File: config.mk
export PLATFORM = sky130hd
export DESIGN_NAME = puf_eval_sequencer
export DESIGN_NICKNAME = d
export VERILOG_FILES = /design/src/rtl/puf_eval_sequencer.sv
export SDC_FILE = /design/constraint.sdc
export NUM_CORES = 1
export LEC_CHECK = 0
export BUFFER_PORTS_ARGS = -buffer_cell sky130_fd_sc_hd__buf_2
export CORE_AREA = 2 2 141 143
export DETAILED_ROUTE_END_ITERATION = 7
export DIE_AREA = 0 0 143 145
export GPL_ROUTABILITY_DRIVEN = 0
export GPL_TIMING_DRIVEN = 0
export PLACE_DENSITY = 0.66
export SYNTH_ARGS = -nofsm -noshare
export SYNTH_HDL_FRONTEND = slang
export SYNTH_SLANG_ARGS = --single-unit
export TNS_END_PERCENT = 50
File: constraint.sdc
create_clock -name clk -period 2.2 [get_ports clk]
set_input_delay 0.33 -clock clk [delete_from_list [all_inputs] [get_ports clk]]
set_output_delay 0.33 -clock clk [all_outputs]
set_load 0.02 [all_outputs]
File: src/rtl/puf_eval_sequencer.sv
// Initiator for the PDL PUF array: arm, fire, settle, sample, release, then return the response.
// Define PUF_MAJORITY_VOTE_EN to repeat each evaluation VOTES times and return the per-bit majority.
module puf_eval_sequencer #(
    parameter int RST_CYCLES    = 4,
    parameter int SETTLE_CYCLES = 16,
    parameter int LOW_CYCLES    = 4,
    parameter int VOTES         = 5
) (
    input  logic         clk,
    input  logic         reset,
    input  logic         req_valid,
    output logic         req_ready,
    input  logic [127:0] req_challenge,
    input  logic [15:0]  req_a,
    input  logic [15:0]  req_b,
    output logic [127:0] puf_challenge,
    output logic [15:0]  puf_a,
    output logic [15:0]  puf_b,
    output logic         puf_trigger,
    output logic         puf_reset,
    input  logic [15:0]  puf_response,
    output logic         rsp_valid,
    input  logic         rsp_ready,
    output logic [15:0]  rsp_data
);

    // state   | meaning
    // IDLE    | req_ready high, waiting for a request
    // ARM     | puf_reset high, trigger low
    // FIRE    | trigger high, race settling; response sampled on exit
    // RELEASE | trigger low before the next vote or the response
    // RESP    | rsp_valid high until the consumer takes it
    typedef enum logic [2:0] {IDLE, ARM, FIRE, RELEASE, RESP} state_t;

    localparam int MAX_AB = (RST_CYCLES > SETTLE_CYCLES) ? RST_CYCLES : SETTLE_CYCLES;
    localparam int MAX_P  = (MAX_AB > LOW_CYCLES) ? MAX_AB : LOW_CYCLES;
    localparam int CW     = $clog2(MAX_P + 1);

    if (RST_CYCLES < 1 || SETTLE_CYCLES < 1 || LOW_CYCLES < 1 ||
        VOTES < 1 || VOTES > 15 || (VOTES % 2) == 0) begin : g_bad_params
        $error("puf_eval_sequencer: illegal parameter value");
    end

    state_t        state;
    logic [CW-1:0] cnt;

`ifdef PUF_MAJORITY_VOTE_EN
    logic [3:0]       votes_left;
    logic [15:0][3:0] vcount;
    logic [15:0]      majority;

    always_comb begin
        majority = '0;
        for (int i = 0; i < 16; i++) begin
            majority[i] = (vcount[i] > 4'(VOTES / 2));
        end
    end
`else
    logic [15:0] sample_q;
`endif

    always_ff @(posedge clk) begin
        if (reset) begin
            state         <= IDLE;
            cnt           <= '0;
            req_ready     <= 1'b0;
            rsp_valid     <= 1'b0;
            rsp_data      <= '0;
            puf_trigger   <= 1'b0;
            puf_reset     <= 1'b0;
            puf_challenge <= '0;
            puf_a         <= '0;
            puf_b         <= '0;
`ifdef PUF_MAJORITY_VOTE_EN
            votes_left    <= '0;
            vcount        <= '0;
`else
            sample_q      <= '0;
`endif
        end else begin
            case (state)
                IDLE: begin
                    req_ready <= 1'b1;
                    if (req_valid && req_ready) begin
                        puf_challenge <= req_challenge;
                        puf_a         <= req_a;
                        puf_b         <= req_b;
                        req_ready     <= 1'b0;
                        // puf_reset rises on the next edge, so load the full count here
                        cnt           <= CW'(RST_CYCLES);
                        state         <= ARM;
`ifdef PUF_MAJORITY_VOTE_EN
                        votes_left    <= 4'(VOTES - 1);
                        vcount        <= '0;
`endif
                    end
                end
                ARM: begin
                    if (cnt == '0) begin
                        puf_reset   <= 1'b0;
                        puf_trigger <= 1'b1;
                        cnt         <= CW'(SETTLE_CYCLES - 1);
                        state       <= FIRE;
                    end else begin
                        puf_reset <= 1'b1;
                        cnt       <= cnt - CW'(1);
                    end
                end
                FIRE: begin
                    if (cnt == '0) begin
                        puf_trigger <= 1'b0;
                        cnt         <= CW'(LOW_CYCLES - 1);
                        state       <= RELEASE;
`ifdef PUF_MAJORITY_VOTE_EN
                        for (int i = 0; i < 16; i++) begin
                            vcount[i] <= vcount[i] + 4'(puf_response[i]);
                        end
`else
                        sample_q    <= puf_response;
`endif
                    end else begin
                        cnt <= cnt - CW'(1);
                    end
                end
                RELEASE: begin
                    if (cnt == '0) begin
`ifdef PUF_MAJORITY_VOTE_EN
                        if (votes_left != '0) begin
                            votes_left <= votes_left - 4'd1;
                            puf_reset  <= 1'b1;
                            cnt        <= CW'(RST_CYCLES - 1);
                            state      <= ARM;
                        end else begin
                            rsp_data  <= majority;
                            rsp_valid <= 1'b1;
                            state     <= RESP;
                        end
`else
                        rsp_data  <= sample_q;
                        rsp_valid <= 1'b1;
                        state     <= RESP;
`endif
                    end else begin
                        cnt <= cnt - CW'(1);
                    end
                end
                RESP: begin
                    if (rsp_valid && rsp_ready) begin
                        rsp_valid <= 1'b0;
                        req_ready <= 1'b1;
                        state     <= IDLE;
                    end
                end
                default: state <= IDLE;
            endcase
        end
    end

endmodule

; Yosys cells after proc, flatten, opt, wreduce, memory -nomap -nowiden
; Index checks and enable logic that the tools add are counted.
; W data, S select, Z words.
[word_totals]
register_bits = 204
inputBits = 180
word_cells = 58
[classes]
addsub = 1
eq_ne = 10
mux = 20
n_reduce_logical = 16
[ops]
columns = op, n
row1 = $mux W5, 4
row2 = $pmux W5 S4, 1
row3 = $mux W3, 5
row4 = $pmux W3 S5, 1
row5 = $ne A2 B2 Y1 const B, 6
row6 = $reduce_and A3 Y1, 3
row7 = $reduce_and A2 Y1, 4
row8 = $eq A3 B2 Y1 const B, 2
row9 = $mux W1, 6
row10 = $pmux W1 S2, 3
row11 = $reduce_bool A2 Y1, 3
row12 = $logic_not A5 Y1, 1
row13 = $reduce_and A5 Y1, 1
row14 = $sub A5 B1 Y5 const B, 1
row15 = $reduce_bool A4 Y1, 1
row16 = $eq A3 B1 Y1 const B, 1
row17 = $eq A3 B3 Y1 const B, 1
row18 = $logic_not A3 Y1, 1
row19 = $logic_and A1 B1 Y1, 2

; Longest topological paths before layout
; Gate-level depths: netlist of run 1.
[depth]
word_depth = 3
mapped_depth = 9
mapped_depth_nobuf = 6

; Worst setup path before layout of run 1
; OpenSTA, ideal clock, no wires.
[synth_timing]
path_type = register to register
start = register cnt[0]
end = register sample_q[10]
setup_ns = 0.135
t_arrival_ns = 1.907
slack_ns = 0.158
path_stages_with_launch = 9
n_path_buf = 2
synth_period_minus_slack_ns = 2.042
cell_sequence = dfxtp_1 > inv_1 > ha_1 > or4b_4 > buf_6 > nor3_4 > buf_8 > mux2i_1 > nor2_2
[synth_via]
elab_chain_cells = 2
[synth_lines]
columns = element, line
row1 = "start, declared", 45  ; logic [CW-1:0] cnt;
row2 = "start signal, assigned", 90  ; cnt <= CW'(RST_CYCLES);
row3 = "start signal, assigned", 102  ; cnt <= CW'(SETTLE_CYCLES - 1);
row4 = "start signal, assigned", 106  ; cnt <= cnt - CW'(1);
row5 = $logic_not A5 Y1, 110  ; if (cnt == '0) begin
row6 = $reduce_and A2 Y1 (no source line), -
row7 = "end signal, assigned", 119  ; sample_q <= puf_response;
row8 = "end, declared", 59  ; logic [15:0] sample_q;
; No other way between the ends.
; A chain may end at the register's enable or synchronous reset.

; Final worst setup path of run 1
; Same ends and word-level chain as after synthesis.

==> results of run 1 <==
[logic make-up after synthesis]
group	after synthesis	share of synthesized area (%)
and+or+nand+nor	406	22.4
DFF	204	56.2
AOI/OAI and AO/OA	198	14.0
buffers and inverters	70	4.43
muxes	17	2.34
xor gates and xnor gates	2	0.241
adders and majority gates	2	0.345
[layout make-up]
class | count | area, sq um | share of cell area [%]
tap | 265 | 332 | 3.24
antenna | 7 | 17.5 | 0.171
sequential | 204 | 4090 | 40.0
clock inverter | 5 | 53.8 | 0.526
buffer | 65 | 305 | 2.99
timing repair buffer | 364 | 1850 | 18.1
clock buffer | 35 | 671 | 6.56
inverter | 4 | 15.0 | 0.147
multi-input combinational | 625 | 2890 | 28.3
[per-layer routing]
metal / global-route usage, % / wire length, um / vias to the layer above
met5: 0 / 0 / -
li1: - / - / 3714
met1: 23.8 / 9220 / 3313
met2: 37.9 / 11500 / 273
met4: 7.48 / 631 / 0
met3: 6.70 / 2120 / 47
[flip-flops by register name, indices dropped and copies added, names as in the netlist]
name           flops
state              3
req_ready          1
cnt                5
puf_reset          1
puf_challenge    128
rsp_data          16
puf_a             16
rsp_valid          1
sample_q          16
puf_b             16
puf_trigger        1
[tightest hold or removal path, delay by kind of cell]
family | cells | cell delay [ns]
AO/OA/AOI/OAI | 1 | 0.05
buffers and inverters | 1 | 0.09
AND/OR/NAND/NOR | 1 | 0.04
[through the flow]
stage | std cells | util [%] | TNS, ns
4_1_cts | 1561 | 52.8 | -0.252
5_1_grt | 1571 | 53.2 | -0.0613
6_report | 1574 | 53.2 | 0
2_1_floorplan | 899 | - | 0
3_5_place_dp | 1522 | 48.9 | -28.85
3_3_place_gp | 1522 | 48.9 | -27.18
[layout by cell type, fill, tap and decap left out, drive strengths merged]
cell type	n
bufinv	1
xor2	2
or2	1
nor2b	1
nor4b	1
clkbuf	74
a211oi	2
ha	2
o21ai	3
a21oi	186
or4b	1
nand3	3
nor3b	1
a311oi	2
a22o	1
nand2	360
nand2b	1
o2bb2ai	1
or3	2
nor3	10
inv	4
diode	7
dfxtp	204
nor2	25
clkinv	4
buf	390
mux2i	17
a32oi	1
o22ai	1
o22a	1
[power breakdown]
part           internal (mW)  total [mW]  switching, mW
clock                   2.21        3.70           1.49
sequential              4.30        4.61          0.307
combinational           1.35        3.89           2.54
total                   7.86        12.2           4.34
[path summary, 6_finish.rpt]
path | slack, ns | start | endpoint
max reg2reg | 0.07 | cnt[0] | sample_q[10]
min | 0.06 | req_b[15] | puf_b[15]
min reg2reg | 0.45 | rsp_data[14] | rsp_data[14]
max | 0.07 | cnt[0] | sample_q[10]
[what timing repair did]
action	in CTS	in global routing
gates resized for setup	9	1
gates cloned	0	0
endpoints found under the hold margin	0	0
pin swaps	1	2
buffers inserted	0	6
endpoints found under the setup margin	181	97
hold buffers	0	0
==> reports/qor.txt, run 1 <==
Tightest Hold Check Type: input pin to register
core area: 0.0192 sq mm
CP startpoint kind: register
ys async rst share: 0%
root buffer cell: clkbuf_16
# H-tree levels: 1
initial antenna violation count: 6
Synth Register Bits: 204
period utilization: 96.8%
nets: 1469
Slew headroom: 45.5%
Die Area: 0.0207 sq mm
GRT Overall Usage: 21.4%
CP Depth: 8
max-cap violation count: 0
leading area contributor after synthesis: dfxtp_1
endpoints failing hold: 0
Yosys top cell area share: 56.2%
first-pass GRT wire length: 35400 um
Setup WS post-layout: 0.0711 ns
crit-path max cell delay: 0.46 ns
f_max: 0.470 GHz
Die Height: 145 um
Seq/Total Area, Yosys: 56.2%
slowest cell on the critical path: or4b_4
critical path arrival: 2.50 ns
most numerous cell in the Yosys netlist: nand2_1
YS warnings: 0
CP Capture Type: register
Final Slew Violations: 0
commonest cells in the netlist: nand2_1 (360), dfxtp_1 (204), a21oi_1 (186), clkbuf_1 (40), buf_2 (20)
worst path required time: 2.57 ns
port buffer count: 358
total gr overflow: 0
vias in the first global route: 6869
Tmin final: 2.13 ns
synth top area cells: dfxtp_1 (56%), nand2_1 (19%), a21oi_1 (13%)
Post-DP Area: 0.00938 sq mm
drt wl/cell: 14.9 um
commonest register cell after synthesis: dfxtp_1
Place WS: -0.320 ns
initial core utilization: 37.8%
CP cell instances: inv_2 > ha_4 > or4b_4 > buf_6 > nor3_4 > buf_8 > mux2i_1 > nor2_2
Peak VDD IR: 615 uV
Syn Nets: 1081
Pre-Repair DR Iteration Count: 4
PD cells: 1190 mW/mm^2
clock latency on the worst-skew pair: 0.50 ns
CP Buf/Inv Count: 3
clk sink count: 204
# rows: 51
Cells after Synth: 899
synth unique cells: 34
# DRC: 0
io pins: 360
Max Root-Sink Buffers: 3
TritonCTS Buffers: 23
cell area after layout: 0.0102 sq mm
reg2reg path depth: 8
drt first-iter violations: 213
total routed wirelength: 23400 um
layout cells sized above 1: 34.1%
Area growth, synth to finish: 40.8%
Post-synth EDFFs: 0
via density per instance: 4.67
worst slew pin tran: 0.817 ns
status: finished clean
CTS tree: yes
worst hold stages: 3
via count: 7347
Overall Power: 12.2 mW
WHS: 0.0570 ns
pin count of the biggest net entering global routing: 13
Filler cells: 1904
Die Wd: 143 um
Clock Skews: 0.00941 ns
Clock Pin Slew Worst Setup and Hold Paths: 0.06 ns
Avg Cell Area, Syn: 8.08 sq um
# setup viols final: 0
crit path max fanout: 10
Leakage: 4.57 nW
Worst Setup Path Type: register to register
Cell Area, Synth: 0.00726 sq mm
Antenna Nets Post-Route: 0
DP HPWL: 17500 um
CP top delay family: simple AND/OR/NAND/NOR gates
No activity file was read; power rests on OpenSTA's default activity.
==> inputs of run 2 (changes only) <==
--- a/config.mk
+++ b/config.mk
@@ -8,8 +8,7 @@
 export BUFFER_PORTS_ARGS = -buffer_cell sky130_fd_sc_hd__buf_2
-export CORE_AREA = 2 2 141 143
+export CORE_UTILIZATION = 25
 export DETAILED_ROUTE_END_ITERATION = 7
-export DIE_AREA = 0 0 143 145
 export GPL_ROUTABILITY_DRIVEN = 0
 export GPL_TIMING_DRIVEN = 0
-export PLACE_DENSITY = 0.66
+export PLACE_DENSITY = 0.47
 export SYNTH_ARGS = -nofsm -noshare
--- a/constraint.sdc
+++ b/constraint.sdc
@@ -3,2 +3,2 @@
 set_output_delay 0.33 -clock clk [all_outputs]
-set_load 0.02 [all_outputs]
+set_load 0.05 [all_outputs]
==> reports/qor.txt, run 2 (synthesized netlist as in run 1, its figures left out) <==
nets: 1467 (-0.14%)
Filler cells: 3151 (+65%)
Tmin final: 2.11 ns (-0.0173 ns)
Clock Skews: 0.00368 ns (-0.00573 ns)
Max Root-Sink Buffers: 3 (unchanged)
clk sink count: 204 (unchanged)
clock latency on the worst-skew pair: 0.51 ns (about the same)
status: finished clean
CP Capture Type: register
pin count of the biggest net entering global routing: 12 (-1)
crit path max fanout: 10 (unchanged)
core area: 0.0286 sq mm (+49%)
CTS tree: yes
total gr overflow: 0 (unchanged)
Pre-Repair DR Iteration Count: 4 (unchanged)
commonest non-fill, non-tap cell in the layout: buf_2
TritonCTS Buffers: 25 (+8.7%)
PD cells: 1310 mW/mm^2 (+9.9%)
largest reg by FF count: puf_challenge
commonest non-fill, non-tap cells in the layout: buf_2 (376), nand2_1 (360), dfxtp_1 (204)
via count: 7226 (-1.6%)
port buffer count: 358 (unchanged)
io pins: 360 (unchanged)
Die Wd: 172 um (+21%)
utilization after layout: 36.3% (-17 points)
root buffer cell: clkbuf_16
endpoints failing hold: 0 (unchanged)
Antenna Nets Post-Route: 0 (unchanged)
Tightest Hold Check Type: input pin to register
Leakage: 4.59 nW (+0.42%)
worst slew pin tran: 0.855 ns (+0.0381 ns)
period utilization: 96.0% (-0.79 points)
Peak VDD IR: 448 uV (-27%)
GRT Overall Usage: 15.8% (-5.5 points)
critical path arrival: 2.48 ns (-0.02 ns)
Area growth, synth to finish: 43.1%
# rows: 62 (+22%)
Setup WS post-layout: 0.0884 ns (+0.0173 ns)
worst path required time: 2.57 ns (about the same)
RSZ-0062 raised after global routing: yes
# H-tree levels: 1 (unchanged)
# DRC: 0 (unchanged)
Place WS: -0.401 ns (-0.0812 ns)
first-pass GRT wire length: 36700 um (+3.7%)
post-route setup TNS: 0 ns (unchanged)
CP startpoint kind: register
via density per instance: 4.28 (-8.4%)
Clock Pin Slew Worst Setup and Hold Paths: 0.06 ns (about the same)
number of flip-flops under the largest register name: 128 (unchanged)
drt first-iter violations: 260 (+22%)
Slew headroom: 43.0% (-2.5 points)
f_max: 0.474 GHz (+0.82%)
hold buffer count at cts: 0 (unchanged)
max-cap violation count: 0 (unchanged)
initial antenna violation count: 4 (-2)
DP HPWL: 18900 um (+8.3%)
Final Slew Violations: 0 (unchanged)
drt wl/cell: 15.0 um (+0.56%)
# setup viols final: 0 (unchanged)
Die Area: 0.0297 sq mm (+43%)
Worst Setup Path Type: register to register
Die Height: 172 um (+19%)
layout cells sized above 1: 33.7% (-0.41 points)
Overall Power: 13.6 mW (+12%)
initial core utilization: 25.4% (-12 points)
vias in the first global route: 6712 (-2.3%)
total routed wirelength: 25300 um (+8.0%)
-- run 2: cell types whose count changed in the layout (fill, tap and decap cells not counted), moves of 2 or more --
| cell | before | now |
|---|---|---|
| inv_1 | 2 | 4 |
| clkbuf_16 | 23 | 25 |
| diode_2 | 7 | 3 |
| clkbuf_1 | 46 | 48 |
| inv_2 | 2 | 0 |
| buf_4 | 10 | 7 |
| clkbuf_4 | 0 | 2 |
-- run 2: final cells by class --
cell class / count / area, sq um / share of cell area [%]
Multi-Input combinational cell: 625 / 2890 / 27.8
Tap cell: 384 / 480 / 4.62
Clock buffer: 39 / 718 / 6.91
Timing Repair Buffer: 361 / 1810 / 17.5
Antenna cell: 3 / 7.51 / 0.0722
Clock inverter: 6 / 80.1 / 0.771
Sequential cell: 204 / 4080 / 39.3
Buffer: 64 / 304 / 2.93
Inverter: 4 / 15.0 / 0.144
-- run 2: per-layer routing --
layer / GRT usage [%] / up-vias / wire length, um
met5: 0 / - / 13
met4: 3.31 / 2 / 340
met3: 5.01 / 31 / 2390
met2: 28.1 / 238 / 12300
met1: 18.6 / 3256 / 10300
li1: - / 3699 / -
-- run 2: power by group --
group	internal, mW	leakage (nW)	switching, mW	total (mW)
Clock	2.46	0.393	1.52	3.98
Combinational	1.31	2.54	3.72	5.04
Sequential	4.30	1.66	0.307	4.61
-- run 2: timing repair --
action / in CTS / in global routing
setup buffers: 2 / 1
gates resized for setup: 4 / 3
endpoints found under the setup margin: 193 / 120
pin swaps: 2 / 2
-- run 2: final timing paths --
| path | start | to | slack, ns | depth (start not counted) |
|---|---|---|---|---|
| max | cnt[0] | sample_q[7] | 0.09 | 8 |
| max reg2reg | cnt[0] | sample_q[7] | 0.09 | 8 |
| min reg2reg | puf_challenge[104] | puf_challenge[104] | 0.45 | 2 |
| min | req_challenge[100] | puf_challenge[100] | 0.06 | 3 |
-- run 2: worst max-delay path: stages (launching register included) --
cell	delay (ns)
dfxtp_1	0.33
inv_1	0.11
ha_1	0.21
or4b_4	0.47
buf_6	0.16
nor3_4	0.22
buf_8	0.19
mux2i_1	0.24
nor2_2	0.04
-- run 2: through the flow --
| step | hold WS [ns] | area, sq um | instances |
|---|---|---|---|
| 2_1_floorplan | 0.431 | 7260 | 899 |
| 3_3_place_gp | 0.439 | 9530 | 1641 |
| 3_5_place_dp | 0.443 | 9530 | 1641 |
| 4_1_cts | 0.0283 | 10400 | 1687 |
| 5_1_grt | 0.0413 | 10400 | 1689 |
| 6_report | 0.0558 | 10400 | 1690 |
